[src/rtl/sort_pkg.sv]
// sort_pkg: shared constants and types for the sort_32_u8 frame controller.
//   ELEM_W / N_ELEM / IDX_W : element width, frame size and index width
//   PAD_VAL_DEFAULT         : fill value for unused slots (sorts to the tail)
//   state_e                 : controller FSM states
package sort_pkg;

  localparam int unsigned ELEM_W = 8;
  localparam int unsigned N_ELEM = 32;
  localparam int unsigned IDX_W  = 5;

  localparam logic [ELEM_W-1:0] PAD_VAL_DEFAULT = 8'hFF;

  typedef enum logic [1:0] {
    LOAD,
    LAUNCH,
    WAIT,
    DRAIN
  } state_e;

endpackage

[src/rtl/sort_32_u8_ctrl_if.sv]
// sort_32_u8_ctrl_if: byte-stream input and sorted-stream output of the controller.
//   s_valid/s_ready/s_data/s_last : input beats (controller is the slave side)
//   m_valid/m_ready/m_data/m_last : sorted output beats
// Modports: slave = controller, master = packet datapath / environment.
interface sort_32_u8_ctrl_if;
  import sort_pkg::*;

  logic              s_valid;
  logic              s_ready;
  logic [ELEM_W-1:0] s_data;
  logic              s_last;
  logic              m_valid;
  logic              m_ready;
  logic [ELEM_W-1:0] m_data;
  logic              m_last;

  modport slave (
    input  s_valid, s_data, s_last, m_ready,
    output s_ready, m_valid, m_data, m_last
  );

  modport master (
    output s_valid, s_data, s_last, m_ready,
    input  s_ready, m_valid, m_data, m_last
  );

endinterface

[src/rtl/sort_32_u8_ctrl.sv]
// sort_32_u8_ctrl: frame sequencer in front of the sort_32_u8 sorter.
// Collects up to 32 bytes, pads the unused slots, launches the sorter with a one-cycle pulse,
// waits for its result (with timeout) and streams back only the valid sorted elements.
// Ports:
//   clk, rst_n        : clock, asynchronous active-low reset
//   strm (slave)      : s_* input beats, m_* sorted output beats
//   srt_vld_in        : one-cycle launch pulse to the sorter
//   srt_din           : {din_31..din_0}, held stable from LAUNCH until the next LOAD
//   srt_vld_out       : sorter result valid (only observed in WAIT)
//   srt_dout          : {dout_31..dout_0}, ascending
//   busy              : high in every state except LOAD
//   err_timeout       : one-cycle pulse when WAIT gives up
// Optional (macro SORT_CTRL_STAT_EN):
//   frame_cnt         : completed frames, wraps
//   last_lat          : WAIT cycles up to and including the capture cycle of the last result
// TIMEOUT_CYC must lie in 2..255 (8-bit wait timer).
module sort_32_u8_ctrl
  import sort_pkg::*;
#(
  parameter logic [ELEM_W-1:0] PAD_VAL     = PAD_VAL_DEFAULT,
  parameter int unsigned       TIMEOUT_CYC = 64
) (
  input  logic                     clk,
  input  logic                     rst_n,
  sort_32_u8_ctrl_if.slave         strm,
  output logic                     srt_vld_in,
  output logic [N_ELEM*ELEM_W-1:0] srt_din,
  input  logic                     srt_vld_out,
  input  logic [N_ELEM*ELEM_W-1:0] srt_dout,
  output logic                     busy,
  output logic                     err_timeout
`ifdef SORT_CTRL_STAT_EN
  ,
  output logic [15:0]              frame_cnt,
  output logic [7:0]               last_lat
`endif
);

  localparam logic [7:0]       TimerLast = 8'(TIMEOUT_CYC - 1);
  localparam logic [IDX_W-1:0] IdxLast   = IDX_W'(N_ELEM - 1);

  state_e            state_q, state_d;
  logic [IDX_W-1:0]  wr_idx_q, rd_idx_q;
  logic [IDX_W:0]    n_elem_q;  // 1..32 needs one extra bit
  logic [7:0]        timer_q;
  logic [ELEM_W-1:0] ibuf_q [N_ELEM];
  logic [ELEM_W-1:0] obuf_q [N_ELEM];

  logic s_hs, frame_end, m_hs, m_last_beat, capture;

  assign s_hs        = (state_q == LOAD) && strm.s_valid;
  // s_last or the 32nd beat closes the frame; a following beat opens a new one
  assign frame_end   = s_hs && (strm.s_last || (wr_idx_q == IdxLast));
  assign m_last_beat = ({1'b0, rd_idx_q} == (n_elem_q - (IDX_W+1)'(1)));
  assign m_hs        = (state_q == DRAIN) && strm.m_ready;
  assign capture     = (state_q == WAIT) && srt_vld_out;

  // FSM state register
  always_ff @(posedge clk or negedge rst_n) begin
    if (!rst_n) begin
      state_q <= LOAD;
    end else begin
      state_q <= state_d;
    end
  end

  // Next state and handshake/control outputs
  always_comb begin
    state_d      = state_q;
    strm.s_ready = 1'b0;
    strm.m_valid = 1'b0;
    srt_vld_in   = 1'b0;
    err_timeout  = 1'b0;
    unique case (state_q)
      LOAD: begin
        strm.s_ready = 1'b1;
        if (frame_end) state_d = LAUNCH;
      end
      LAUNCH: begin
        srt_vld_in = 1'b1;
        state_d    = WAIT;
      end
      WAIT: begin
        // a result arriving on the timeout cycle still wins
        if (srt_vld_out) begin
          state_d = DRAIN;
        end else if (timer_q == TimerLast) begin
          err_timeout = 1'b1;
          state_d     = LOAD;
        end
      end
      DRAIN: begin
        strm.m_valid = 1'b1;
        if (strm.m_ready && m_last_beat) state_d = LOAD;
      end
      default: state_d = LOAD;
    endcase
  end

  // Datapath: buffers, indices, wait timer
  always_ff @(posedge clk or negedge rst_n) begin
    if (!rst_n) begin
      wr_idx_q <= '0;
      rd_idx_q <= '0;
      n_elem_q <= '0;
      timer_q  <= '0;
      for (int k = 0; k < N_ELEM; k++) begin
        ibuf_q[k] <= '0;
        obuf_q[k] <= '0;
      end
    end else begin
      if (s_hs) begin
        ibuf_q[wr_idx_q] <= strm.s_data;
        if (frame_end) begin
          for (int k = 0; k < N_ELEM; k++) begin
            if (IDX_W'(k) > wr_idx_q) ibuf_q[k] <= PAD_VAL;
          end
          n_elem_q <= {1'b0, wr_idx_q} + (IDX_W+1)'(1);
          wr_idx_q <= '0;
        end else begin
          wr_idx_q <= wr_idx_q + IDX_W'(1);
        end
      end

      if (state_q == LAUNCH) timer_q <= '0;
      else if (state_q == WAIT) timer_q <= timer_q + 8'd1;

      if (capture) begin
        for (int k = 0; k < N_ELEM; k++) begin
          obuf_q[k] <= srt_dout[k*ELEM_W +: ELEM_W];
        end
      end

      if (m_hs) rd_idx_q <= m_last_beat ? '0 : rd_idx_q + IDX_W'(1);
    end
  end

  // ibuf only changes in LOAD, so it doubles as the stable sorter input
  always_comb begin
    srt_din = '0;
    for (int k = 0; k < N_ELEM; k++) begin
      srt_din[k*ELEM_W +: ELEM_W] = ibuf_q[k];
    end
  end

  assign strm.m_data = obuf_q[rd_idx_q];
  assign strm.m_last = (state_q == DRAIN) && m_last_beat;
  assign busy        = (state_q != LOAD);

`ifdef SORT_CTRL_STAT_EN
  always_ff @(posedge clk or negedge rst_n) begin
    if (!rst_n) begin
      frame_cnt <= '0;
      last_lat  <= '0;
    end else begin
      if (m_hs && m_last_beat) frame_cnt <= frame_cnt + 16'd1;
      // timer_q counts from 0 in the first WAIT cycle
      if (capture) last_lat <= timer_q + 8'd1;
    end
  end
`endif

endmodule
[src/flat_wrapper.sv]
// flat-port wrapper written by rule: the top's interface ports become plain ports
module sort_32_u8_ctrl_flat import sort_pkg::*;
#(
  parameter logic [ELEM_W-1:0] PAD_VAL     = PAD_VAL_DEFAULT,
  parameter int unsigned       TIMEOUT_CYC = 64
)
  (clk, rst_n, srt_vld_in, srt_din, srt_vld_out, srt_dout, busy, err_timeout, strm_s_valid, strm_s_data, strm_s_last, strm_m_ready, strm_s_ready, strm_m_valid, strm_m_data, strm_m_last);
  sort_32_u8_ctrl_if strm_i ();
  input  logic clk;
  input  logic rst_n;
  output logic srt_vld_in;
  output logic [N_ELEM*ELEM_W-1:0] srt_din;
  input  logic srt_vld_out;
  input  logic [N_ELEM*ELEM_W-1:0] srt_dout;
  output logic busy;
  output logic err_timeout;
  input wire logic [$bits(strm_i.s_valid)-1:0] strm_s_valid;
  input wire logic [$bits(strm_i.s_data)-1:0] strm_s_data;
  input wire logic [$bits(strm_i.s_last)-1:0] strm_s_last;
  input wire logic [$bits(strm_i.m_ready)-1:0] strm_m_ready;
  output wire logic [$bits(strm_i.s_ready)-1:0] strm_s_ready;
  output wire logic [$bits(strm_i.m_valid)-1:0] strm_m_valid;
  output wire logic [$bits(strm_i.m_data)-1:0] strm_m_data;
  output wire logic [$bits(strm_i.m_last)-1:0] strm_m_last;
  assign strm_i.s_valid = strm_s_valid;
  assign strm_i.s_data = strm_s_data;
  assign strm_i.s_last = strm_s_last;
  assign strm_i.m_ready = strm_m_ready;
  assign strm_s_ready = strm_i.s_ready;
  assign strm_m_valid = strm_i.m_valid;
  assign strm_m_data = strm_i.m_data;
  assign strm_m_last = strm_i.m_last;
  sort_32_u8_ctrl #(.PAD_VAL(PAD_VAL), .TIMEOUT_CYC(TIMEOUT_CYC)) u_core (.clk(clk), .rst_n(rst_n), .strm(strm_i), .srt_vld_in(srt_vld_in), .srt_din(srt_din), .srt_vld_out(srt_vld_out), .srt_dout(srt_dout), .busy(busy), .err_timeout(err_timeout));
endmodule
[config.mk]
export PLATFORM = sky130hd
export DESIGN_NAME = sort_32_u8_ctrl_flat
export DESIGN_NICKNAME = d
export VERILOG_FILES = /design/src/rtl/sort_pkg.sv /design/src/rtl/sort_32_u8_ctrl_if.sv /design/src/rtl/sort_32_u8_ctrl.sv /design/src/flat_wrapper.sv
export SDC_FILE = /design/constraint.sdc
export NUM_CORES = 1
export LEC_CHECK = 0
export CAP_MARGIN = 10
export CORE_AREA = 2 2 213 215
export DETAILED_ROUTE_END_ITERATION = 6
export DIE_AREA = 0 0 215 217
export DONT_BUFFER_PORTS = 1
export PLACE_DENSITY = 0.68
export SLEW_MARGIN = 20
export SYNTH_ARGS = -nofsm -noshare
export SYNTH_HDL_FRONTEND = slang
export SYNTH_SLANG_ARGS = --single-unit
[constraint.sdc]
create_clock -name clk -period 7.4 [get_ports clk]
set_input_delay 1.11 -clock clk [delete_from_list [all_inputs] [get_ports clk]]
set_output_delay 1.11 -clock clk [all_outputs]
set_load 0.01 [all_outputs]
# Word-level counts from Yosys, hierarchy flattened
# Index checks and enable logic that the tools add are counted.
[word_totals]
reg_bits = 538
latch_bits = 0
ram_bits = 0
romBits = 0
inputBits = 270
word_cells = 187
n_memories = 0
[classes]
n_addsub = 5
mul = 0
div = 0
magnitude_cmp = 35
n_eq_ne = 9
n_shift = 0
mux = 54
bitwise_logic = 2
reduce_logical = 13
[op_table]
columns = ["cell", "n"]
rows = [
  ["$mux W8", 37],
  ["$bwmux W256", 1],
  ["$mux W256", 1],
  ["$gt A5 B5 Y1 const A", 16],
  ["$bmux W8 S5", 1],
  ["$demux W8 S5", 1],
  ["$gt A4 B5 Y1 const A", 8],
  ["$gt A3 B5 Y1 const A", 4],
  ["$ge A6 B6 Y1 const B", 2],
  ["$not A5 Y6", 2],
  ["$add A5 B1 Y5 const B", 2],
  ["$gt A1 B5 Y1 const A", 2],
  ["$gt A2 B5 Y1 const A", 2],
  ["$mux W5", 2],
  ["$add A8 B1 Y8 const B", 1],
  ["$eq A8 B6 Y1 const B", 1],
  ["$mux W2", 4],
  ["$pmux W2 S4", 1],
  ["$logic_and A1 B1 Y1", 7],
  ["$add A5 B1 Y6 const B", 1],
  ["$eq A5 B6 Y1", 1],
  ["$lt A6 B1 Y1 const B", 1],
  ["$mux W1", 6],
  ["$sub A6 B1 Y6 const B", 1],
  ["10 further kinds", 13],
]

# Logic depth before layout (Yosys ltp)
# Gate-level depths: netlist of run 1.
[logic_depth]
word_depth = 8
ltp_mapped = 10
mapped_depth_nobuf = 8

# Least setup slack after synthesis of run 1
# OpenSTA, ideal clock, no wires.
[synth_timing]
kind = "flip-flop to output port"
startpoint = "register u_core.rd_idx_q[1]"
endpoint = "output strm_m_data[0]"
t_arrival_ns = 2.118
path_slack_ns = 4.172
stages_incl_launch_ff = 6
path_cell_list = "dfrtp_1 -> buf_1 -> clkbuf_1 -> mux4_2 -> mux4_2 -> mux2_2"
[synth_between]
elab_chain_len = 4
[synth_lines]
columns = ["item", "line", "text"]
rows = [
  ["from (decl)", "sort_32_u8_ctrl.sv:43", "logic [IDX_W-1:0] wr_idx_q, rd_idx_q;"],
  ["from (signal assigned)", "sort_32_u8_ctrl.sv:134", "if (m_hs) rd_idx_q <= m_last_beat ? '0 : rd_idx_q + IDX_W'(1);"],
  ["$not A5 Y6 (not written as such)", "sort_32_u8_ctrl.sv:146", "assign strm.m_data = obuf_q[rd_idx_q];"],
  ["$bmux W8 S5", "sort_32_u8_ctrl.sv:146", ""],
  ["$mux W8 (not written as such) (2 in a row)", "sort_32_u8_ctrl.sv:146", ""],
  ["to (decl)", "flat_wrapper.sv:23", "output wire logic [$bits(strm_i.m_data)-1:0] strm_m_data;"],
]
# Every way passes these cells. The select of a mux whose other input is x is not followed.

# Worst setup path after layout of run 1
[layout_timing]
startpoint = "register u_core.rd_idx_q[0]"
endpoint = "output strm_m_data[6]"
# The elaborated chain is that of the path after synthesis.

==> results of run 1 <==
[logic make-up (layout without fill, tap and decap cells)]
family / after synthesis / after routing / share of synthesized area
compound gates: 102 / 102 / 0.0289
flops: 538 / 538 / 0.577
simple gates: 856 / 856 / 0.156
mux: 347 / 347 / 0.208
other cells: 0 / 23 / 0
xor+xnor: 10 / 10 / 0.00375
buf+inv: 106 / 123 / 0.0196
fa+ha+maj: 12 / 12 / 0.00644
[flip-flops by register name, summed over array words and instances, names as in the netlist]
register and cells:
u_core.obuf_q 256, u_core.rd_idx_q 5, u_core.timer_q 8, u_core.srt_din 256
u_core.state_q 2, u_core.n_elem_q 6, u_core.wr_idx_q 5
[power by group through the flow]
stage | logic [mW] | clock network, mW | registers, mW
3_5_place_dp | 3.18 | 0 | 5.42
3_3_place_gp | 3.06 | 0 | 5.39
2_1_floorplan | 2.76 | 0 | 4.82
4_1_cts | 3.20 | 2.95 | 5.38
5_1_grt | 3.47 | 3.06 | 5.51
6_report | 3.19 | 2.91 | 5.40
[final timing paths]
kind | cells after the start | slack [ns] | from | endpoint
max in group asynchronous | 0 | 6.19 | rst_n | u_core.rd_idx_q[1]
max | 4 | 2.60 | u_core.rd_idx_q[0] | strm_m_data[6]
min reg2reg | 1 | 0.50 | u_core.obuf_q[80] | u_core.obuf_q[80]
min in group clk | 1 | 0.50 | u_core.obuf_q[80] | u_core.obuf_q[80]
max reg2reg | 8 | 3.84 | u_core.wr_idx_q[0] | u_core.srt_din[116]
min | 0 | 0.21 | rst_n | u_core.srt_din[92]
[metrics by stage]
| step | power [mW] | instance area (um^2) | util |
|---|---|---|---|
| after CTS | 11.5 | 25600 | 0.574 |
| after detailed placement | 8.59 | 23700 | 0.531 |
| after floorplan | 7.59 | 23300 | - |
| final | 11.5 | 25700 | 0.576 |
| after global routing | 12.0 | 25700 | 0.576 |
| after global placement | 8.45 | 23700 | 0.531 |
[critical path, delay by kind of cell, from the launching register on]
family / cells / cell delay, ns
multiplexers: 3 / 1.54
flip-flops: 1 / 0.83
buffers and inverters: 1 / 0.68
[layer usage]
| layer | track usage | share of wire |
|---|---|---|
| met1 | 0.348 | 0.35 |
| met3 | 0.119 | 0.11 |
| met2 | 0.487 | 0.49 |
| met4 | 0.132 | 0.045 |
| met5 | 0 | 0.0030 |
[cell usage after synthesis, types with 12 or more instances]
cell and count:
sky130_fd_sc_hd__a21oi_1 15, sky130_fd_sc_hd__clkbuf_1 74, sky130_fd_sc_hd__dfrtp_1 538, sky130_fd_sc_hd__ha_1 12, sky130_fd_sc_hd__inv_1 13, sky130_fd_sc_hd__mux2_2 266, sky130_fd_sc_hd__mux4_1 13, sky130_fd_sc_hd__mux4_2 67
sky130_fd_sc_hd__nand2_1 514, sky130_fd_sc_hd__nand3_1 244, sky130_fd_sc_hd__nor2_1 48, sky130_fd_sc_hd__nor3_1 13, sky130_fd_sc_hd__o21ai_0 19, sky130_fd_sc_hd__o21ai_1 19, sky130_fd_sc_hd__o22a_1 32
[final cells by class]
type	instances	area (um^2)
fill	3576	19000
clock inverter	22	256
timing repair buffer	5	70.1
antenna	23	57.6
sequential	538	13500
multi-input combinational	1327	9420
inverter	14	52.6
clock buffer	82	1670
tap	600	751
==> results.rst, run 1 <==
.. list-table::
   :header-rows: 1

   * - Metric
     - Value
   * - Internal power summed over all cells
     - 7.68 mW
   * - CTS hold repair buffers
     - 0
   * - Warnings, synthesis
     - 0
   * - Pwr Density
     - 447 nW/um^2
   * - Net count of the mapped netlist
     - 2,253
   * - Net count, final
     - 2,223
   * - Post-DR wirelength/cell
     - 27.1 um
   * - Fin Setup TNS
     - 0 ns
   * - Worst path required time
     - 6.29 ns
   * - Wire length of the first global-routing pass
     - 104,000 um
   * - Share of cells above drive strength 1
     - 0.223
   * - Maximum number of pins on one net before global-route repair
     - 539
   * - # Max-Cap Violations
     - 0
   * - Aggregate global routing overflow
     - 0
   * - Switching share of power
     - 0.332
   * - Total global routing track utilization
     - 0.297
   * - Clock-pin slew reported for the worst setup and hold paths after clock tree synthesis
     - 0.07 ns
   * - Relative slew slack
     - 0.192
   * - Antenna viol nets, final
     - 0
   * - Top cell type's share of synthesized area
     - 0.577
   * - Post-detail-place hpwl
     - 49,200 um
   * - Drt drc
     - 0
   * - Buffers added on ports
     - 0
   * - Asr flop ratio synth
     - 1.00
   * - Leading cell type in the layout, fill and taps excluded
     - sky130_fd_sc_hd__dfrtp_1
   * - Max FO, Critical Path
     - 36
   * - Slowest stage cell, crit path
     - sky130_fd_sc_hd__dfrtp_4
   * - Ports
     - 540
   * - Number of endpoints failing setup at the final stage
     - 0
   * - Total vias in the final route
     - 16,200
   * - Switch Pwr
     - 3.82 mW
   * - Setup WS post-layout
     - 2.60 ns
   * - Clk sink count
     - 538
   * - Final Hold Fails
     - 0
   * - Worst setup skew after layout
     - 0.0253 ns
   * - Mapped Avg Cell Area
     - 11.8 um^2
   * - Combinational group share of total power
     - 0.278
   * - Critical Path Source Type
     - flip-flop
   * - Critical path's largest stage delay
     - 0.83 ns
   * - Distinct cell type count of the synthesized netlist
     - 46
   * - Final cycle utilization of the critical path
     - 0.649
   * - Worst vdd ir
     - 0.000288 V
   * - Type of the worst setup path
     - flip-flop to primary output
   * - Gate count after technology mapping
     - 1,971
   * - Number of synthesized flops with an enable pin
     - 0
   * - Maximum frequency from static timing analysis
     - 0.208 GHz
   * - Post-synthesis sequential element count
     - 538
   * - Clock Latency Late Sink
     - 0.62 ns
   * - Buffer type at the clock tree root
     - sky130_fd_sc_hd__clkbuf_16
   * - Std-Cell Rows
     - 78
   * - Core area
     - 44,700 um^2
   * - Initial antenna violation count
     - 40
   * - Buffers inserted during post-CTS setup optimization
     - 0
   * - Hold WS
     - 0.215 ns
   * - Area grow syn2layout
     - 10.4%
   * - Avg Vias per Cell
     - 6.22
   * - Number of slew-limit violations in the final report
     - 0
   * - Die area
     - 46,700 um^2
   * - Sort of element at the end of the critical path
     - primary output
   * - Static Leak
     - 10.7 nW
   * - Proportion of synthesized chip area in sequential cells
     - 0.577
   * - Part of the power in the clock network
     - 0.253
   * - Width of the chip
     - 215 um
   * - Commonest cells after routing, fill and taps aside
     - sky130_fd_sc_hd__dfrtp_1 (535), sky130_fd_sc_hd__nand2_1 (514), sky130_fd_sc_hd__mux2_2 (266)
   * - Routed Wire Length
     - 70,800 um
   * - Count of non-filler cells in the finished layout
     - 2,611
   * - GPL Wtd Cong
     - 0.895
   * - Mapped cell area
     - 23,300 um^2
   * - CTS buffer count
     - 55
   * - Worst hold path class
     - input port to async pin
   * - Crit path time final
     - 4.80 ns
   * - Setup repair after global routing missed its margin
     - no
   * - H-tree depth
     - 2
   * - Top cells by area in the synthesized netlist
     - sky130_fd_sc_hd__dfrtp_1 (58%), sky130_fd_sc_hd__mux2_2 (13%), sky130_fd_sc_hd__nand2_1 (8.3%), sky130_fd_sc_hd__mux4_2 (6.5%), sky130_fd_sc_hd__nand3_1 (5.2%)
   * - Status
     - completed
   * - Clock tree from TritonCTS
     - yes
   * - Worst Tran Pin Value
     - 1.21 ns
   * - Post-synth top area cell
     - sky130_fd_sc_hd__dfrtp_1
   * - Seq pwr share
     - 0.470
   * - CTS Buffer Depth
     - 3
   * - First-pass iteration count of the detailed router
     - 6
   * - Minimum setup slack after placement
     - 3.15 ns
   * - Post_cts resized
     - 0
   * - Post-Place Cells
     - 2,483
   * - Cell chain of the critical path
     - buf_4 > mux4_1 > mux4_2 > mux2_2
   * - Chip Height
     - 217 um
   * - Prevailing post-synth register cell
     - sky130_fd_sc_hd__dfrtp_1
   * - Drt initial violations
     - 1,805
   * - Starting utilization of the core area
     - 0.522
   * - Signal arrival time at the worst endpoint
     - 3.69 ns
   * - Vias in the first global route
     - 15,900
No activity file was read; power rests on OpenSTA's default activity.
==> run 2: changes to the inputs <==
--- a/config.mk
+++ b/config.mk
@@ -6,11 +6,11 @@
 export NUM_CORES = 1
 export LEC_CHECK = 0
 export CAP_MARGIN = 10
-export CORE_AREA = 2 2 213 215
+export CORE_AREA = 2 2 212 214
 export DETAILED_ROUTE_END_ITERATION = 6
-export DIE_AREA = 0 0 215 217
+export DIE_AREA = 0 0 214 216
 export DONT_BUFFER_PORTS = 1
-export PLACE_DENSITY = 0.68
+export PLACE_DENSITY = 0.71
 export SLEW_MARGIN = 20
 export SYNTH_ARGS = -nofsm -noshare
 export SYNTH_HDL_FRONTEND = slang
==> constraint.sdc (replaced) <==
create_clock -name clk -period 4.2 [get_ports clk]
set_input_delay 0.63 -clock clk [delete_from_list [all_inputs] [get_ports clk]]
set_output_delay 0.63 -clock clk [all_outputs]
set_load 0.01 [all_outputs]
==> run 2 against run 1 <==
Against the previous run:
- wire length hardly changed
- largest cell class unchanged
- the flow now finishes with violations (design-rule violations, negative hold slack)
- highest routed layer unchanged
- final area is 0.46% lower
- clock-buffer cell count is 1 higher
- global-route usage is 0.54 points higher
- flip-flop and latch count stayed put
- final cell count is 0.27% lower
- sequential share of layout area is 0.24 points higher
==> results.rst, run 2 (synthesis gave the netlist of run 1 again) <==
.. list-table::
   :header-rows: 1

   * - Metric
     - Value
   * - Status
     - finished, violations left
   * - Violated checks
     - design-rule violations, negative hold slack
   * - Ports
     - 540
   * - Max FO, Critical Path
     - 27
   * - Start of the worst register-to-register path
     - u_core.state_q[0]
   * - Worst hold path class
     - input port to async pin
   * - Slowest stage cell, crit path
     - sky130_fd_sc_hd__dfrtp_4
   * - Wire length of the first global-routing pass
     - 105,000 um
   * - Setup repair after global routing missed its margin
     - no
   * - Post-detail-place hpwl
     - 49,800 um
   * - Count of buffering cells on the critical path with inverters included
     - 1
   * - Starting utilization of the core area
     - 0.532
   * - Signal arrival time at the worst endpoint
     - 3.24 ns
   * - Width of the chip
     - 214 um
   * - Clock Latency Late Sink
     - 0.62 ns
   * - CTS buffer count
     - 54
   * - Count of non-filler cells in the finished layout
     - 2,604
   * - Net count, final
     - 2,228
   * - Maximum number of pins on one net before global-route repair
     - 539
   * - Worst Tran Pin Value
     - 1.24 ns
   * - Relative slew slack
     - 0.174
   * - Clk sink count
     - 538
   * - Sort of element at the end of the critical path
     - primary output
   * - Std-Cell Rows
     - 77
   * - Cell chain of the critical path
     - buf_4 > mux4_2 > mux4_2 > mux2_2
   * - Switching share of power
     - 0.338
   * - Buffers inserted during post-CTS setup optimization
     - 0
   * - Area grow syn2layout
     - 9.86%
   * - Internal power summed over all cells
     - 13.3 mW
   * - Reg-to-Reg End
     - u_core.srt_din[2]
   * - Maximum frequency from static timing analysis
     - 0.259 GHz
   * - Sequential cell area in the final layout
     - 13,500 um^2
   * - GPL Wtd Cong
     - 0.914
   * - Antenna viol nets, final
     - 0
   * - Number of cells on the worst reg-to-reg path
     - 9
   * - Commonest cells after routing, fill and taps aside
     - sky130_fd_sc_hd__dfrtp_1 (536), sky130_fd_sc_hd__nand2_1 (514), sky130_fd_sc_hd__mux2_2 (266)
   * - Clock-pin slew reported for the worst setup and hold paths after clock tree synthesis
     - 0.06 ns
   * - Post-Place Cells
     - 2,482
   * - Core area
     - 43,800 um^2
   * - Static Leak
     - 10.6 nW
   * - End point of the critical path
     - strm_m_data[4]
   * - Aggregate global routing overflow
     - 0
   * - Avg Vias per Cell
     - 6.28
   * - Number of endpoints failing setup at the final stage
     - 0
   * - Critical path's largest stage delay
     - 0.76 ns
   * - Part of the power in the clock network
     - 0.241
   * - Final cycle utilization of the critical path
     - 0.920
   * - Crit-path most repeated cell
     - sky130_fd_sc_hd__mux4_2
   * - Routed Wire Length
     - 70,800 um
   * - Hold WS
     - -0.249 ns
   * - Type of the worst setup path
     - flip-flop to primary output
   * - Reg-to-reg slack, setup
     - 1.10 ns
   * - Number of slew-limit violations in the final report
     - 0
   * - CP Depth
     - 4
   * - Minimum setup slack after placement
     - 0.930 ns
   * - Top Family by Delay on Critical Path
     - multiplexers
   * - Share of cells above drive strength 1
     - 0.216
   * - Post-DP Area
     - 23,800 um^2
   * - Switch Pwr
     - 6.78 mW
   * - Leading cell type in the layout, fill and taps excluded
     - sky130_fd_sc_hd__dfrtp_1
   * - Origin of the worst setup path
     - u_core.rd_idx_q[0]
   * - Chip Height
     - 216 um
   * - H-tree depth
     - 2
   * - Buffer type at the clock tree root
     - sky130_fd_sc_hd__clkbuf_16
   * - Combinational group share of total power
     - 0.282
   * - CTS Buffer Depth
     - 3
   * - # fillers
     - 3,523
   * - Worst path required time
     - 3.57 ns
   * - Post-DR wirelength/cell
     - 27.2 um
   * - Setup WS post-layout
     - 0.334 ns
   * - Drt drc
     - 12
   * - Die area
     - 46,200 um^2
   * - Area occupied by multi-input gates
     - 9410 um^2
   * - Seq pwr share
     - 0.477
   * - Overall Power
     - 20.1 mW
   * - Total vias in the final route
     - 16,400
   * - Drt initial violations
     - 1,862
   * - Initial antenna violation count
     - 39
   * - Final standard cell utilization of the core
     - 0.585
   * - First-pass iteration count of the detailed router
     - 7
   * - Fin Setup TNS
     - 0 ns
   * - Clock tree from TritonCTS
     - yes
   * - Buffers added on ports
     - 0
   * - Final Instance Area
     - 25,600 um^2
   * - Worst vdd ir
     - 0.000552 V
   * - Pwr Density
     - 783 nW/um^2
   * - Final Hold Fails
     - 435
   * - Vias in the first global route
     - 16,100
   * - Total global routing track utilization
     - 0.303
   * - Crit path time final
     - 3.87 ns
   * - Worst setup skew after layout
     - 0.0255 ns
   * - # Max-Cap Violations
     - 0
   * - Post_cts resized
     - 0
   * - Critical Path Source Type
     - flip-flop
## run 2: worst register-to-register path: cells and delay by family (launching register included)
kind / cells / cell delay [ns]
buffers and inverters: 2 / 0.32
DFF: 1 / 0.40
AOI/OAI and AO/OA: 3 / 0.78
and+or+nand+nor: 3 / 1.02
adders and majority gates: 1 / 0.51
## run 2: how the worst min path moves through the flow
stage                     slack, ns                  to  cells after the start   from
after global routing          -0.29  u_core.srt_din[71]                      0  rst_n
final                         -0.25  u_core.srt_din[60]                      0  rst_n
after global placement         0.36  u_core.srt_din[56]                      0  rst_n
after floorplan                0.33  u_core.n_elem_q[0]                      0  rst_n
after detailed placement       0.36  u_core.srt_din[56]                      0  rst_n
after CTS                     -0.28  u_core.srt_din[56]                      0  rst_n
## run 2: per-layer routing
layer  wire length [um]  GRT usage
met1              24700      0.349
met5                192          0
met3               7370      0.107
met2              34500      0.494
met4               4030      0.169
## run 2: power by group through the flow
stage	Combinational, mW	Sequential, mW	Clock, mW
global placement	5.37	9.55	0
detailed placement	5.60	9.62	0
floorplan	4.87	8.50	0
global route	6.11	9.77	5.13
finish	5.66	9.57	4.85
CTS	5.64	9.54	4.92
## run 2: cell type report
class                      instances  share of cell area
antenna                           24             0.00234
clock buffer                      83              0.0609
clock inverter                    15             0.00815
inverter                          14             0.00205
multi-input combinational       1327               0.367
sequential                       538               0.526
tap                              592              0.0289
timing repair buffer              11             0.00469
==> run 3: changes to the inputs <==
==> constraint.sdc (replaced) <==
create_clock -name clk -period 3.3 [get_ports clk]
set_input_delay 0.495 -clock clk [delete_from_list [all_inputs] [get_ports clk]]
set_output_delay 0.495 -clock clk [all_outputs]
set_load 0.01 [all_outputs]
==> run 3 against run 2 <==
Against the previous run:
- the run ends with negative hold slack, max-slew violations left
- final cell count increased by 0.61%
- via count grew 0.44%
- first-iteration DRC count fell by 7.2%
- clock skew shrank 0.0029 ns
- critical endpoint unchanged
==> results.rst, run 3 (synthesis gave the netlist of run 1 again) <==
.. list-table::
   :header-rows: 1

   * - Metric
     - Value
   * - Status
     - finished, violations left
   * - Violated checks
     - negative hold slack, max-slew violations
   * - Crit path time final
     - 3.30 ns
   * - Post-detail-place hpwl
     - 51,600 um
   * - Antenna viol nets, final
     - 0
   * - Std-Cell Rows
     - 77
   * - Leading cell type in the layout, fill and taps excluded
     - sky130_fd_sc_hd__dfrtp_1
   * - End point of the critical path
     - strm_m_data[4]
   * - Relative slew slack
     - -0.927
   * - Commonest cells after routing, fill and taps aside
     - sky130_fd_sc_hd__dfrtp_1 (536), sky130_fd_sc_hd__nand2_1 (514), sky130_fd_sc_hd__mux2_2 (263)
   * - Starting utilization of the core area
     - 0.532
   * - Aggregate global routing overflow
     - 0
   * - Buffers added on ports
     - 0
   * - Sort of element at the end of the critical path
     - primary output
   * - Clock Latency Late Sink
     - 0.60 ns
   * - # Max-Cap Violations
     - 0
   * - Type of the worst setup path
     - flip-flop to primary output
   * - Clock-pin slew reported for the worst setup and hold paths after clock tree synthesis
     - 0.06 ns
   * - Post-DR wirelength/cell
     - 27.5 um
   * - Final cycle utilization of the critical path
     - 0.999
   * - Number of cells on the worst reg-to-reg path
     - 8
   * - Wire length of the first global-routing pass
     - 107,000 um
   * - GPL Wtd Cong
     - 0.952
   * - H-tree depth
     - 2
   * - Count of non-filler cells in the finished layout
     - 2,620
   * - Number of slew-limit violations in the final report
     - 402
   * - Ports
     - 540
   * - Clk sink count
     - 538
   * - Hold WS
     - -0.400 ns
   * - Origin of the worst setup path
     - u_core.rd_idx_q[0]
   * - Initial antenna violation count
     - 31
   * - Area grow syn2layout
     - 11.2%
   * - Core area
     - 43,800 um^2
   * - Reg-to-reg slack, setup
     - 0.49 ns
   * - Total global routing track utilization
     - 0.310
   * - Routed Wire Length
     - 72,100 um
   * - Post-Place Cells
     - 2,495
   * - CTS buffer count
     - 54
   * - Worst Tran Pin Value
     - 2.89 ns
   * - Start of the worst register-to-register path
     - u_core.wr_idx_q[0]
   * - Die area
     - 46,200 um^2
   * - Signal arrival time at the worst endpoint
     - 2.80 ns
   * - Vias in the first global route
     - 16,300
   * - Max FO, Critical Path
     - 8
   * - Drt initial violations
     - 1,728
   * - Avg Vias per Cell
     - 6.27
   * - Number of endpoints failing setup at the final stage
     - 0
   * - Buffer type at the clock tree root
     - sky130_fd_sc_hd__clkbuf_16
   * - Final Hold Fails
     - 252
   * - Maximum number of pins on one net before global-route repair
     - 539
   * - Final standard cell utilization of the core
     - 0.592
   * - Drt drc
     - 0
   * - Clock tree from TritonCTS
     - yes
   * - Maximum frequency from static timing analysis
     - 0.303 GHz
   * - Worst vdd ir
     - 0.000647 V
   * - Net count, final
     - 2,247
   * - CTS Buffer Depth
     - 3
   * - Critical Path Source Type
     - flip-flop
   * - Total vias in the final route
     - 16,400
   * - First-pass iteration count of the detailed router
     - 5
   * - Reg-to-Reg End
     - u_core.srt_din[0]
   * - Setup repair after global routing missed its margin
     - yes
   * - Width of the chip
     - 214 um
   * - Share of cells above drive strength 1
     - 0.231
   * - Static Leak
     - 10.8 nW
   * - Pwr Density
     - 1010 nW/um^2
   * - Worst hold path class
     - input port to async pin
   * - Chip Height
     - 216 um
   * - Worst setup skew after layout
     - 0.0226 ns
   * - Worst path required time
     - 2.80 ns
[run 3: what timing repair did]
item	in CTS	in global routing
gates cloned	1	0
pin swaps	0	0
gates resized for setup	4	4
buffers inserted	6	0
endpoints found under the hold margin	538	538
endpoints found under the setup margin	8	7
[run 3: per-stage QoR]
stage	TNS, ns	power [mW]	worst slack, ns	cell area, um^2	hold slack, ns
after floorplan	0	17.0	0.658	23300	0.199
after global placement	0	19.3	0.471	23900	0.227
after detailed placement	0	19.6	0.426	23900	0.223
after CTS	0	26.2	0.000651	25900	-0.416
after global routing	-0.138	27.4	-0.0399	25900	-0.424
final	0	26.2	0.00285	25900	-0.400
[run 3: worst max-delay path: stages, from the launching register on]
cell and delay (ns):
sky130_fd_sc_hd__dfrtp_4 0.43, sky130_fd_sc_hd__buf_12 0.16, sky130_fd_sc_hd__buf_6 0.17, sky130_fd_sc_hd__mux4_2 0.55, sky130_fd_sc_hd__mux4_2 0.54, sky130_fd_sc_hd__mux2_2 0.33
[run 3: layer usage]
layer | share of wire | routed length (um) | track usage
met1 | 0.35 | 25500 | 0.366
met4 | 0.054 | 3920 | 0.162
met2 | 0.48 | 34600 | 0.498
met5 | 0.0023 | 166 | 0
met3 | 0.11 | 7930 | 0.116
[run 3: final cells by class]
cell class	instances	area, um^2
Fill cell	3461	17900
Sequential cell	538	13500
Tap cell	592	741
Antenna cell	19	47.5
Inverter	14	52.6
Clock inverter	29	324
Clock buffer	71	1530
Timing Repair Buffer	30	373
Multi-Input combinational cell	1327	9410
[run 3: how the worst min path moves through the flow]
stage | start | end | slack, ns | depth (start not counted)
3_5_place_dp | rst_n | u_core.srt_din[57] | 0.22 | 0
5_1_grt | rst_n | u_core.srt_din[60] | -0.42 | 0
4_1_cts | rst_n | u_core.srt_din[57] | -0.42 | 0
6_report | rst_n | u_core.srt_din[57] | -0.40 | 0
2_1_floorplan | rst_n | u_core.n_elem_q[0] | 0.20 | 0
3_3_place_gp | rst_n | u_core.srt_din[57] | 0.23 | 0
[run 3: power breakdown]
| part | leakage (nW) | switching, mW | internal, mW | total (mW) |
|---|---|---|---|---|
| Clock | 0.913 | 2.65 | 3.73 | 6.39 |
| Combinational | 4.18 | 3.40 | 4.33 | 7.72 |
| Sequential | 5.72 | 2.82 | 9.27 | 12.1 |
